$ cat config.mk
export PLATFORM = sky130hd
export DESIGN_NAME = load_store_unit_flat
export DESIGN_NICKNAME = d
export VERILOG_FILES = /design/src/rtl/load_store_unit_if.sv /design/src/rtl/load_store_unit.sv /design/src/flat_wrapper.sv
export SDC_FILE = /design/constraint.sdc
export NUM_CORES = 1
export LEC_CHECK = 0
export CAP_MARGIN = 20
export CORE_MARGIN = 2
export CORE_UTILIZATION = 45
export CTS_CLUSTER_DIAMETER = 200
export DETAILED_ROUTE_END_ITERATION = 8
export PLACE_DENSITY = 0.9
export SLEW_MARGIN = 20
export SYNTH_ARGS = -nofsm -noshare
export SYNTH_HDL_FRONTEND = slang
export SYNTH_SLANG_ARGS = --single-unit
$ cat constraint.sdc
create_clock -name clk -period 8.1 [get_ports clk]
set_clock_uncertainty 0.1 [all_clocks]
set_input_delay 1.215 -clock clk [delete_from_list [all_inputs] [get_ports clk]]
set_output_delay 1.215 -clock clk [all_outputs]
set_load 0.005 [all_outputs]
$ cat src/rtl/load_store_unit_if.sv
// Request/response handshake and word-wide memory bus of the load/store unit.
// The unit sits on the slave side; the execute stage and memory sit on the master side.
interface load_store_unit_if #(
    parameter int DATA_WIDTH = 32
);
    logic                  req_valid_i;
    logic                  req_ready_o;
    logic                  req_we_i;
    logic [1:0]            req_size_i;
    logic                  req_unsigned_i;
    logic [31:0]           req_addr_i;
    logic [DATA_WIDTH-1:0] req_wdata_i;
    logic                  rsp_valid_o;
    logic                  rsp_ready_i;
    logic [DATA_WIDTH-1:0] rsp_rdata_o;
    logic                  rsp_err_o;
    logic                  mem_write_o;
    logic                  mem_read_o;
    logic [31:0]           mem_addr_o;
    logic [DATA_WIDTH-1:0] mem_wdata_o;
    logic [DATA_WIDTH-1:0] mem_rdata_i;

    modport slave (
        input  req_valid_i, req_we_i, req_size_i, req_unsigned_i, req_addr_i, req_wdata_i,
        input  rsp_ready_i, mem_rdata_i,
        output req_ready_o, rsp_valid_o, rsp_rdata_o, rsp_err_o,
        output mem_write_o, mem_read_o, mem_addr_o, mem_wdata_o
    );

    modport master (
        output req_valid_i, req_we_i, req_size_i, req_unsigned_i, req_addr_i, req_wdata_i,
        output rsp_ready_i, mem_rdata_i,
        input  req_ready_o, rsp_valid_o, rsp_rdata_o, rsp_err_o,
        input  mem_write_o, mem_read_o, mem_addr_o, mem_wdata_o
    );
endinterface

$ cat src/rtl/load_store_unit.sv
// Load/store front end: alignment/range check, read-modify-write for sub-word
// stores into a word-only memory, and sign/zero extension of load data.
module load_store_unit #(
    parameter int          DATA_WIDTH   = 32,
    parameter logic [31:0] BASE_ADDR    = 32'h10010000,
    parameter int          MEMORY_DEPTH = 256
) (
    input logic              clk,
    input logic              reset,
    load_store_unit_if.slave bus
);
    localparam logic [31:0] LAST_ADDR = BASE_ADDR + 32'(4 * MEMORY_DEPTH) - 32'd1;

    typedef enum logic [1:0] {IDLE, RD, WR, RSP} state_t;

    typedef struct packed {
        logic                  we;
        logic [1:0]            size;
        logic                  uns;
        logic [31:0]           addr;
        logic [DATA_WIDTH-1:0] wdata;
        logic                  err;
    } req_t;

    state_t                state_q, state_d;
    req_t                  req_q;
    logic [DATA_WIDTH-1:0] word_q;
    logic                  accept, acc_err;
    logic [4:0]            shift;
    logic [DATA_WIDTH-1:0] shifted, lane_mask, merged, ext;

    assign accept = (state_q == IDLE) && bus.req_valid_i;

    always_comb begin
        acc_err = 1'b0;
        if (bus.req_size_i == 2'b11)                                 acc_err = 1'b1;
        if (bus.req_size_i == 2'b01 && bus.req_addr_i[0])            acc_err = 1'b1;
        if (bus.req_size_i == 2'b10 && bus.req_addr_i[1:0] != 2'b00) acc_err = 1'b1;
        if (bus.req_addr_i < BASE_ADDR || bus.req_addr_i > LAST_ADDR) acc_err = 1'b1;
    end

    always_ff @(posedge clk or posedge reset) begin
        if (reset) begin
            state_q <= IDLE;
            req_q   <= '0;
            word_q  <= '0;
        end else begin
            state_q <= state_d;
            if (accept)
                req_q <= '{we: bus.req_we_i, size: bus.req_size_i, uns: bus.req_unsigned_i,
                           addr: bus.req_addr_i, wdata: bus.req_wdata_i, err: acc_err};
            if (state_q == RD)
                word_q <= bus.mem_rdata_i;
        end
    end

    // Halfwords are known aligned here, so one byte-granular shift serves both sizes.
    assign shift     = {req_q.addr[1:0], 3'b000};
    assign shifted   = word_q >> shift;
    assign lane_mask = ((req_q.size == 2'b00) ? DATA_WIDTH'(32'hFF) : DATA_WIDTH'(32'hFFFF)) << shift;
    assign merged    = (word_q & ~lane_mask) | ((req_q.wdata << shift) & lane_mask);

    always_comb begin
        case (req_q.size)
            2'b00:   ext = req_q.uns ? {24'b0, shifted[7:0]}  : {{24{shifted[7]}},  shifted[7:0]};
            2'b01:   ext = req_q.uns ? {16'b0, shifted[15:0]} : {{16{shifted[15]}}, shifted[15:0]};
            default: ext = word_q;
        endcase
    end

    always_comb begin
        state_d = state_q;
        case (state_q)
            IDLE: if (bus.req_valid_i) begin
                if (acc_err)                     state_d = RSP;
                else if (!bus.req_we_i)          state_d = RD;
                else if (bus.req_size_i == 2'b10) state_d = WR;
                else                             state_d = RD;
            end
            RD:      state_d = req_q.we ? WR : RSP;
            WR:      state_d = RSP;
            RSP:     if (bus.rsp_ready_i) state_d = IDLE;
            default: state_d = IDLE;
        endcase
    end

    always_comb begin
        bus.req_ready_o = (state_q == IDLE);
        bus.mem_read_o  = (state_q == RD);
        bus.mem_write_o = (state_q == WR);
        bus.mem_addr_o  = '0;
        bus.mem_wdata_o = '0;
        bus.rsp_valid_o = (state_q == RSP);
        bus.rsp_err_o   = (state_q == RSP) && req_q.err;
        bus.rsp_rdata_o = '0;
        if (state_q == RD || state_q == WR)
            bus.mem_addr_o = {req_q.addr[31:2], 2'b00};
        if (state_q == WR)
            bus.mem_wdata_o = (req_q.size == 2'b10) ? req_q.wdata : merged;
        if (state_q == RSP && !req_q.we && !req_q.err)
            bus.rsp_rdata_o = ext;
    end
endmodule

$ cat src/flat_wrapper.sv
// flat-port wrapper written by rule: the top's interface ports become plain ports
module load_store_unit_flat 
#(
    parameter int          DATA_WIDTH   = 32,
    parameter logic [31:0] BASE_ADDR    = 32'h10010000,
    parameter int          MEMORY_DEPTH = 256
)
  (clk, reset, bus_req_valid_i, bus_req_we_i, bus_req_size_i, bus_req_unsigned_i, bus_req_addr_i, bus_req_wdata_i, bus_rsp_ready_i, bus_mem_rdata_i, bus_req_ready_o, bus_rsp_valid_o, bus_rsp_rdata_o, bus_rsp_err_o, bus_mem_write_o, bus_mem_read_o, bus_mem_addr_o, bus_mem_wdata_o);
  load_store_unit_if #(.DATA_WIDTH(DATA_WIDTH)) bus_i ();
  input logic clk;
  input logic reset;
  input wire logic [$bits(bus_i.req_valid_i)-1:0] bus_req_valid_i;
  input wire logic [$bits(bus_i.req_we_i)-1:0] bus_req_we_i;
  input wire logic [$bits(bus_i.req_size_i)-1:0] bus_req_size_i;
  input wire logic [$bits(bus_i.req_unsigned_i)-1:0] bus_req_unsigned_i;
  input wire logic [$bits(bus_i.req_addr_i)-1:0] bus_req_addr_i;
  input wire logic [$bits(bus_i.req_wdata_i)-1:0] bus_req_wdata_i;
  input wire logic [$bits(bus_i.rsp_ready_i)-1:0] bus_rsp_ready_i;
  input wire logic [$bits(bus_i.mem_rdata_i)-1:0] bus_mem_rdata_i;
  output wire logic [$bits(bus_i.req_ready_o)-1:0] bus_req_ready_o;
  output wire logic [$bits(bus_i.rsp_valid_o)-1:0] bus_rsp_valid_o;
  output wire logic [$bits(bus_i.rsp_rdata_o)-1:0] bus_rsp_rdata_o;
  output wire logic [$bits(bus_i.rsp_err_o)-1:0] bus_rsp_err_o;
  output wire logic [$bits(bus_i.mem_write_o)-1:0] bus_mem_write_o;
  output wire logic [$bits(bus_i.mem_read_o)-1:0] bus_mem_read_o;
  output wire logic [$bits(bus_i.mem_addr_o)-1:0] bus_mem_addr_o;
  output wire logic [$bits(bus_i.mem_wdata_o)-1:0] bus_mem_wdata_o;
  assign bus_i.req_valid_i = bus_req_valid_i;
  assign bus_i.req_we_i = bus_req_we_i;
  assign bus_i.req_size_i = bus_req_size_i;
  assign bus_i.req_unsigned_i = bus_req_unsigned_i;
  assign bus_i.req_addr_i = bus_req_addr_i;
  assign bus_i.req_wdata_i = bus_req_wdata_i;
  assign bus_i.rsp_ready_i = bus_rsp_ready_i;
  assign bus_i.mem_rdata_i = bus_mem_rdata_i;
  assign bus_req_ready_o = bus_i.req_ready_o;
  assign bus_rsp_valid_o = bus_i.rsp_valid_o;
  assign bus_rsp_rdata_o = bus_i.rsp_rdata_o;
  assign bus_rsp_err_o = bus_i.rsp_err_o;
  assign bus_mem_write_o = bus_i.mem_write_o;
  assign bus_mem_read_o = bus_i.mem_read_o;
  assign bus_mem_addr_o = bus_i.mem_addr_o;
  assign bus_mem_wdata_o = bus_i.mem_wdata_o;
  load_store_unit #(.DATA_WIDTH(DATA_WIDTH), .BASE_ADDR(BASE_ADDR), .MEMORY_DEPTH(MEMORY_DEPTH)) u_core (.clk(clk), .reset(reset), .bus(bus_i));
endmodule
==> flow_summary_export.csv, run 1 <==
group,metric,value,unit
power,power,3380,uW
clocking,ctsHoldBuffers,0,
layout,final_cell_mix,"202 x clkdlybuf4s50_1, 102 x dfrtp_1, 93 x mux2_2",
placed_design,dp_hpwl,13800,um
sta,finalHoldViolCount,0,
critical_path,r2r_start,"u_core.state_q[0]",
clocking,cts_buffer_depth,2,
synthesis,async_reset_ff_share,100,%
clocking,cts_root_buf,"clkbuf_16",
layout,final_util,64.6,%
die,io_pins,205,
job,cap_violations,0,
routing,via_count,5133,
clocking,cts-htree-levels,3,
die,die_w,117,um
synthesis,ys.flop_type,"dfrtp_1",
critical_path,slowest_delay,1.06,ns
sta,rsz0062_at_grt,"false",
routing,drt_iter0_drc,377,
routing,viasPerCell,5.63,
routing,finalWirelength,18800,um
sta,final.setup.tns,0,ns
run_status,outcome,"complete, no violations",
die,start_util,45.8,%
critical_path,cp.arrival,3.52,ns
critical_path,cp_cell_sequence,"mux4_2 -> a21oi_4 -> a21boi_4 -> nor3_1 -> clkdlybuf4s50_1",
hold_path,hold_path.class,"flop to flop",
critical_path,critPathBufInv,1,
hold_path,whs_path_depth,2,
global_routing,grt_max_degree,72,
clocking,insertion_delay,0.35,ns
layout,antenna_cells,0,
clocking,ctsResizeCount,0,
sta,clock.fmax,207,MHz
synthesis,avgSynthCellArea,10.3,sq um
global_routing,first_global_vias,5189,
global_routing,grt_pass1_wl,28300,um
synthesis,ys_warn_count,0,
placed_design,dp_cells,896,
die,core_area,12600,sq um
routing,drc_errors,0,
critical_path,rrSetupSlack,5.87,ns
global_routing,grt_usage,27.8,%
synthesis,ys_seq_area_share,44.8,%
layout,post-route-cell-area,8120,sq um
placed_design,dpl_cell_area,7840,sq um
critical_path,critPathCaptureType,"output port",
synthesis,synth_seq_cells,103,
sta,worst_slew_pin_slew,1.09,ns
layout,final_nets,843,
sta,relSlewSlack,27.3,%
sta,layout_min_cycle_time,4.84,ns
layout,final_cell_count_no_fill,912,
hold_path,min-delay-start,"u_core.req_q[48]",
die,num_rows,41,
clocking,cts_buffers,9,
power,ir_drop,231,uV
layout,mostFrequentLayoutCell,"clkdlybuf4s50_1",
routing,final_antenna_net_count,0,
global_routing,antenna_found_initial,0,
layout,fillers,990,
critical_path,path_delay_family,"flip-flops",
critical_path,crit_type,"flop to output port",
critical_path,rr_worst_depth,5,
placed_design,port_buffers,202,
clocking,cts_setup_buffers,0,
critical_path,r2r_end,"u_core.req_q[14]",
sta,period_share,59.7,%
sta,setup_violations,0,
clocking,path_clk_slew,0.07,ns
routing,drt_first_pass_iters,5,
synthesis,synth_cell_types,39,
sta,drv_slew,0,
synthesis,synth_area,5750,sq um
synthesis,synth_edf_count,0,
synthesis,syn_inst,559,
critical_path,slowest_stage,"dfrtp_1",
routing,wire_per_inst,20.7,um
placed_design,gp_congestion,0.920,
die,die_h,117,um
critical_path,cp.required,6.78,ns
power,pwr_density_cell,417,nW/um^2
global_routing,grt-ovfl-total,0,
critical_path,path_max_fanout,26,
power,power.leakage,0.00325,uW
clocking,cts_tree,"done",
layout,drive_gt1_share,16.6,%
critical_path,cp-start-kind,"flop",
die,die-area,13700,sq um
hold_path,min_to,"u_core.req_q[48]",
clocking,cts_sinks,103,
layout,syn_to_final_growth,41.1,%
-- state kept, by name (all words and copies together), names as in the netlist --
name,flops
u_core.state_q,2
u_core.req_q,69
u_core.word_q,32
-- cell usage after synthesis, types with 2 or more instances --
cell,count,area share [%]
and2_1,34,3.7
o2bb2ai_1,12,1.8
or2_2,3,0.33
mux2_2,93,18
a21boi_0,8,1.0
nor3_1,19,1.7
ha_1,4,0.87
nor2_1,27,1.8
inv_1,16,1.0
nand2_1,49,3.2
nor2b_1,5,0.54
buf_6,2,0.39
buf_2,3,0.26
dfrtp_1,103,45
o221ai_1,8,1.2
nor4_1,4,0.44
a21oi_1,32,2.8
a22o_1,7,1.1
a221oi_1,7,1.1
mux2i_1,27,4.7
clkbuf_1,29,1.9
nand2b_1,8,0.87
o21ai_0,37,3.2
buf_1,6,0.39
buf_4,2,0.26
-- tightest hold or removal path: stages, from the launching register on --
cell     delay (ns)
dfrtp_1        0.35
nand2_1        0.05
o21ai_0        0.06
-- through the flow --
step | hold WS, ns | worst slack, ns
5_1_grt | 0.419 | 3.10
6_report | 0.388 | 3.26
3_3_place_gp | 0.366 | 3.69
3_5_place_dp | 0.373 | 3.58
2_1_floorplan | 0.342 | 4.08
4_1_cts | 0.390 | 3.16
-- kinds of logic (layout without fill, tap and decap cells) --
group | after synthesis | count (layout) | share of synthesized area (%)
buffers and inverters | 58 | 238 | 4.24
AO/OA/AOI/OAI | 120 | 120 | 13.8
adder cells (fa/ha/maj) | 4 | 4 | 0.870
multiplexers | 121 | 121 | 23.3
flip-flops | 103 | 103 | 44.8
other | 1 | 2 | 0.0652
AND/OR/NAND/NOR | 152 | 152 | 12.9
-- final cells by class --
type | instances | area, sq um | area share, %
Sequential cell | 103 | 2580 | 31.8
Timing Repair Buffer | 206 | 2050 | 25.3
Inverter | 16 | 62.6 | 0.771
Clock inverter | 7 | 47.5 | 0.586
Clock buffer | 9 | 225 | 2.77
Tap cell | 172 | 215 | 2.65
Multi-Input combinational cell | 399 | 2940 | 36.2
-- worst max-delay path by stage --
stage	startpoint	to	slack, ns	cells after the start
after floorplan	reset	u_core.req_q[0]	4.08	1
after global placement	u_core.req_q[33]	bus_rsp_rdata_o[19]	3.69	5
after detailed placement	u_core.req_q[67]	bus_mem_wdata_o[24]	3.58	5
after CTS	u_core.req_q[67]	bus_mem_wdata_o[24]	3.16	5
after global routing	u_core.req_q[33]	bus_rsp_rdata_o[19]	3.10	5
final	u_core.req_q[33]	bus_rsp_rdata_o[19]	3.26	5
-- layer usage --
metal,vias to the layer above,global-route usage (%),wire length [um]
met5,-,0,0
met4,0,8.55,403
met3,30,10.6,2160
met2,312,46.8,9120
met1,2458,33.0,7160
li1,2333,-,-
-- power breakdown --
part           total [uW]  internal [uW]  switching [uW]
logic                1860           1020             833
registers            1110            779             336
clock network         409            208             201
total                3380           2010            1370
Note: power is estimated with default switching activity, not from simulation.
==> run 2: changes to the inputs <==
==> constraint.sdc (replaced) <==
create_clock -name clk -period 4.8 [get_ports clk]
set_clock_uncertainty 0.1 [all_clocks]
set_input_delay 0.72 -clock clk [delete_from_list [all_inputs] [get_ports clk]]
set_output_delay 0.72 -clock clk [all_outputs]
set_load 0.005 [all_outputs]
==> run 2 against run 1 <==
Compared with the run above:
- clock power grew 77%
- combinational power up 71%
- die area unchanged
- count of clock-buffer cells in the layout is 3 higher
- critical path depth unchanged
- highest routed layer unchanged
- final cell count rose by 0.11%
- sequential share of layout area decreased by 0.10 points
- critical path type unchanged
- register-to-register slack lost 3.7 ns
- worst setup slack lost 2.7 ns
- power increased by 69%
==> flow_summary_export.csv, run 2 (synthesis gave the netlist of run 1 again) <==
group,metric,value,unit
run_status,outcome,"complete, no violations",
sta,worst_slew_pin_slew,1.06,ns
critical_path,crit_type,"flop to output port",
clocking,insertion_delay,0.35,ns
global_routing,antenna_found_initial,0,
sta,period_share,87.7,%
layout,multi_input_area,2940,sq um
layout,top_regs,"u_core.req_q x69, u_core.word_q x32, u_core.state_q x2",
sta,setup_violations,0,
clocking,path_clk_slew,0.07,ns
sta,worst_slack,0.592,ns
routing,drt_iter0_drc,370,
placed_design,gp_congestion,0.902,
global_routing,grt_usage,27.4,%
clocking,cts_buffer_depth,2,
routing,viasPerCell,5.66,
global_routing,grt_max_degree,81,
global_routing,grt-ovfl-total,0,
placed_design,pre_cts_slack,0.993,ns
die,io_pins,205,
layout,antenna_cells,0,
power,swShare,40.1,%
sta,finalHoldViolCount,0,
power,pwr-share-seq,31.9,%
clocking,cts-htree-levels,3,
critical_path,path_delay_family,"flip-flops",
placed_design,dp_hpwl,13800,um
clocking,ctsHoldBuffers,0,
placed_design,port_buffers,202,
sta,clock.fmax,238,MHz
clocking,ctsResizeCount,0,
global_routing,use_met3,8.91,%
layout,syn_to_final_growth,41.5,%
critical_path,cp_cell_sequence,"mux4_2 -> a21oi_4 -> a21boi_4 -> nor3_1 -> clkdlybuf4s50_1",
power,pwr_density_cell,703,nW/um^2
layout,final_cell_mix,"202 x clkdlybuf4s50_1, 103 x dfrtp_1, 93 x mux2_2",
clocking,cts_tree,"done",
die,num_rows,41,
critical_path,critPathCaptureType,"output port",
layout,fillers,986,
power,clockPowerShare,12.6,%
clocking,cts_root_buf,"clkbuf_16",
layout,largest_reg_flops,69,
routing,drc_errors,0,
layout,mostFrequentLayoutCell,"clkdlybuf4s50_1",
global_routing,grt_pass1_wl,28100,um
layout,post-route-cell-area,8140,sq um
clocking,cts_buffers,9,
power,p_int,3430,uW
die,die-area,13700,sq um
sta,rsz0062_at_grt,"false",
critical_path,cp.arrival,3.39,ns
critical_path,slowest_delay,0.96,ns
power,combPwrFrac,55.5,%
critical_path,cp.required,3.98,ns
global_routing,first_global_vias,5213,
clocking,cts_setup_buffers,0,
routing,finalWirelength,18400,um
clocking,cts_sinks,103,
routing,wire_per_inst,20.2,um
job,cap_violations,0,
power,power.leakage,0.00325,uW
routing,via_count,5166,
sta,layout_min_cycle_time,4.21,ns
critical_path,slowest_stage,"dfrtp_1",
sta,final.setup.tns,0,ns
critical_path,path_max_fanout,26,
critical_path,cp-start-kind,"flop",
sta,relSlewSlack,28.9,%
die,core_area,12600,sq um
die,die_h,117,um
global_routing,grt-busiest-layer,"met2",
critical_path,critPathBufInv,1,
routing,drt_first_pass_iters,5,
power,p_sw,2290,uW
global_routing,use_met2,46.2,%
global_routing,use_met1,32.8,%
power,ir_drop,450,uV
die,die_w,117,um
sta,hold_ws,0.394,ns
layout,drive_gt1_share,16.5,%
layout,largest_register,"u_core.req_q",
hold_path,hold_path.class,"flop to flop",
sta,drv_slew,0,
die,start_util,45.8,%
layout,seqCellArea,2580,sq um
placed_design,dpl_cell_area,7850,sq um
routing,final_antenna_net_count,0,
layout,final_nets,844,
run 2: cell types whose count changed in the layout (fill, tap and decap cells not counted), sizes merged:
cell      before  now
clkinv         4    0
clkbuf         9   12
inv           17   16
clkinvlp       2    4
buf            4    5
run 2: layout make-up:
class,count,share of cell area (%)
multi-input cells,399,36.1
flip-flops and latches,103,31.7
well taps,172,2.64
clock buffers,12,3.15
clock inverters,4,0.369
inverters,16,0.799
repair buffers,207,25.3
run 2: worst paths after layout:
path                       depth (start not counted)  slack [ns]                   to              start
hold / removal                                     2        0.39     u_core.req_q[48]   u_core.req_q[48]
min in group asynchronous                          2        0.78     u_core.req_q[63]              reset
setup / recovery                                   5        0.59  bus_rsp_rdata_o[25]   u_core.req_q[33]
setup reg to reg                                   5        2.20     u_core.req_q[17]  u_core.state_q[0]
max in group asynchronous                          3        3.00     u_core.req_q[31]              reset
hold reg to reg                                    2        0.39     u_core.req_q[48]   u_core.req_q[48]
run 2: per-stage QoR:
step,instances,utilization [%],power [uW]
after floorplan,560,-,3500
after global placement,897,62.5,4870
after detailed placement,897,62.5,4970
after CTS,913,64.7,5710
after global routing,913,64.8,6080
final,913,64.8,5720
run 2: power by group through the flow:
stage	Combinational [uW]	Sequential, uW	Clock (uW)
finish	3180	1820	723
global route	3460	1860	765
CTS	3180	1810	730
detailed placement	3150	1820	0
global placement	3080	1790	0
floorplan	1950	1550	0
run 2: tightest hold or removal path: cells and delay by family (launching register included):
family          cells  cell delay [ns]
flops               1             0.34
compound gates      1             0.06
simple gates        1             0.05
run 2: routing by layer:
layer  part of all wire, %  vias to the layer above  routed length (um)
li1                      -                     2336                   -
met1                    39                     2531                7230
met2                    48                      264                8910
met3                   9.7                       35                1790
met4                   2.9                        0                 528
met5                     0                        -                   0
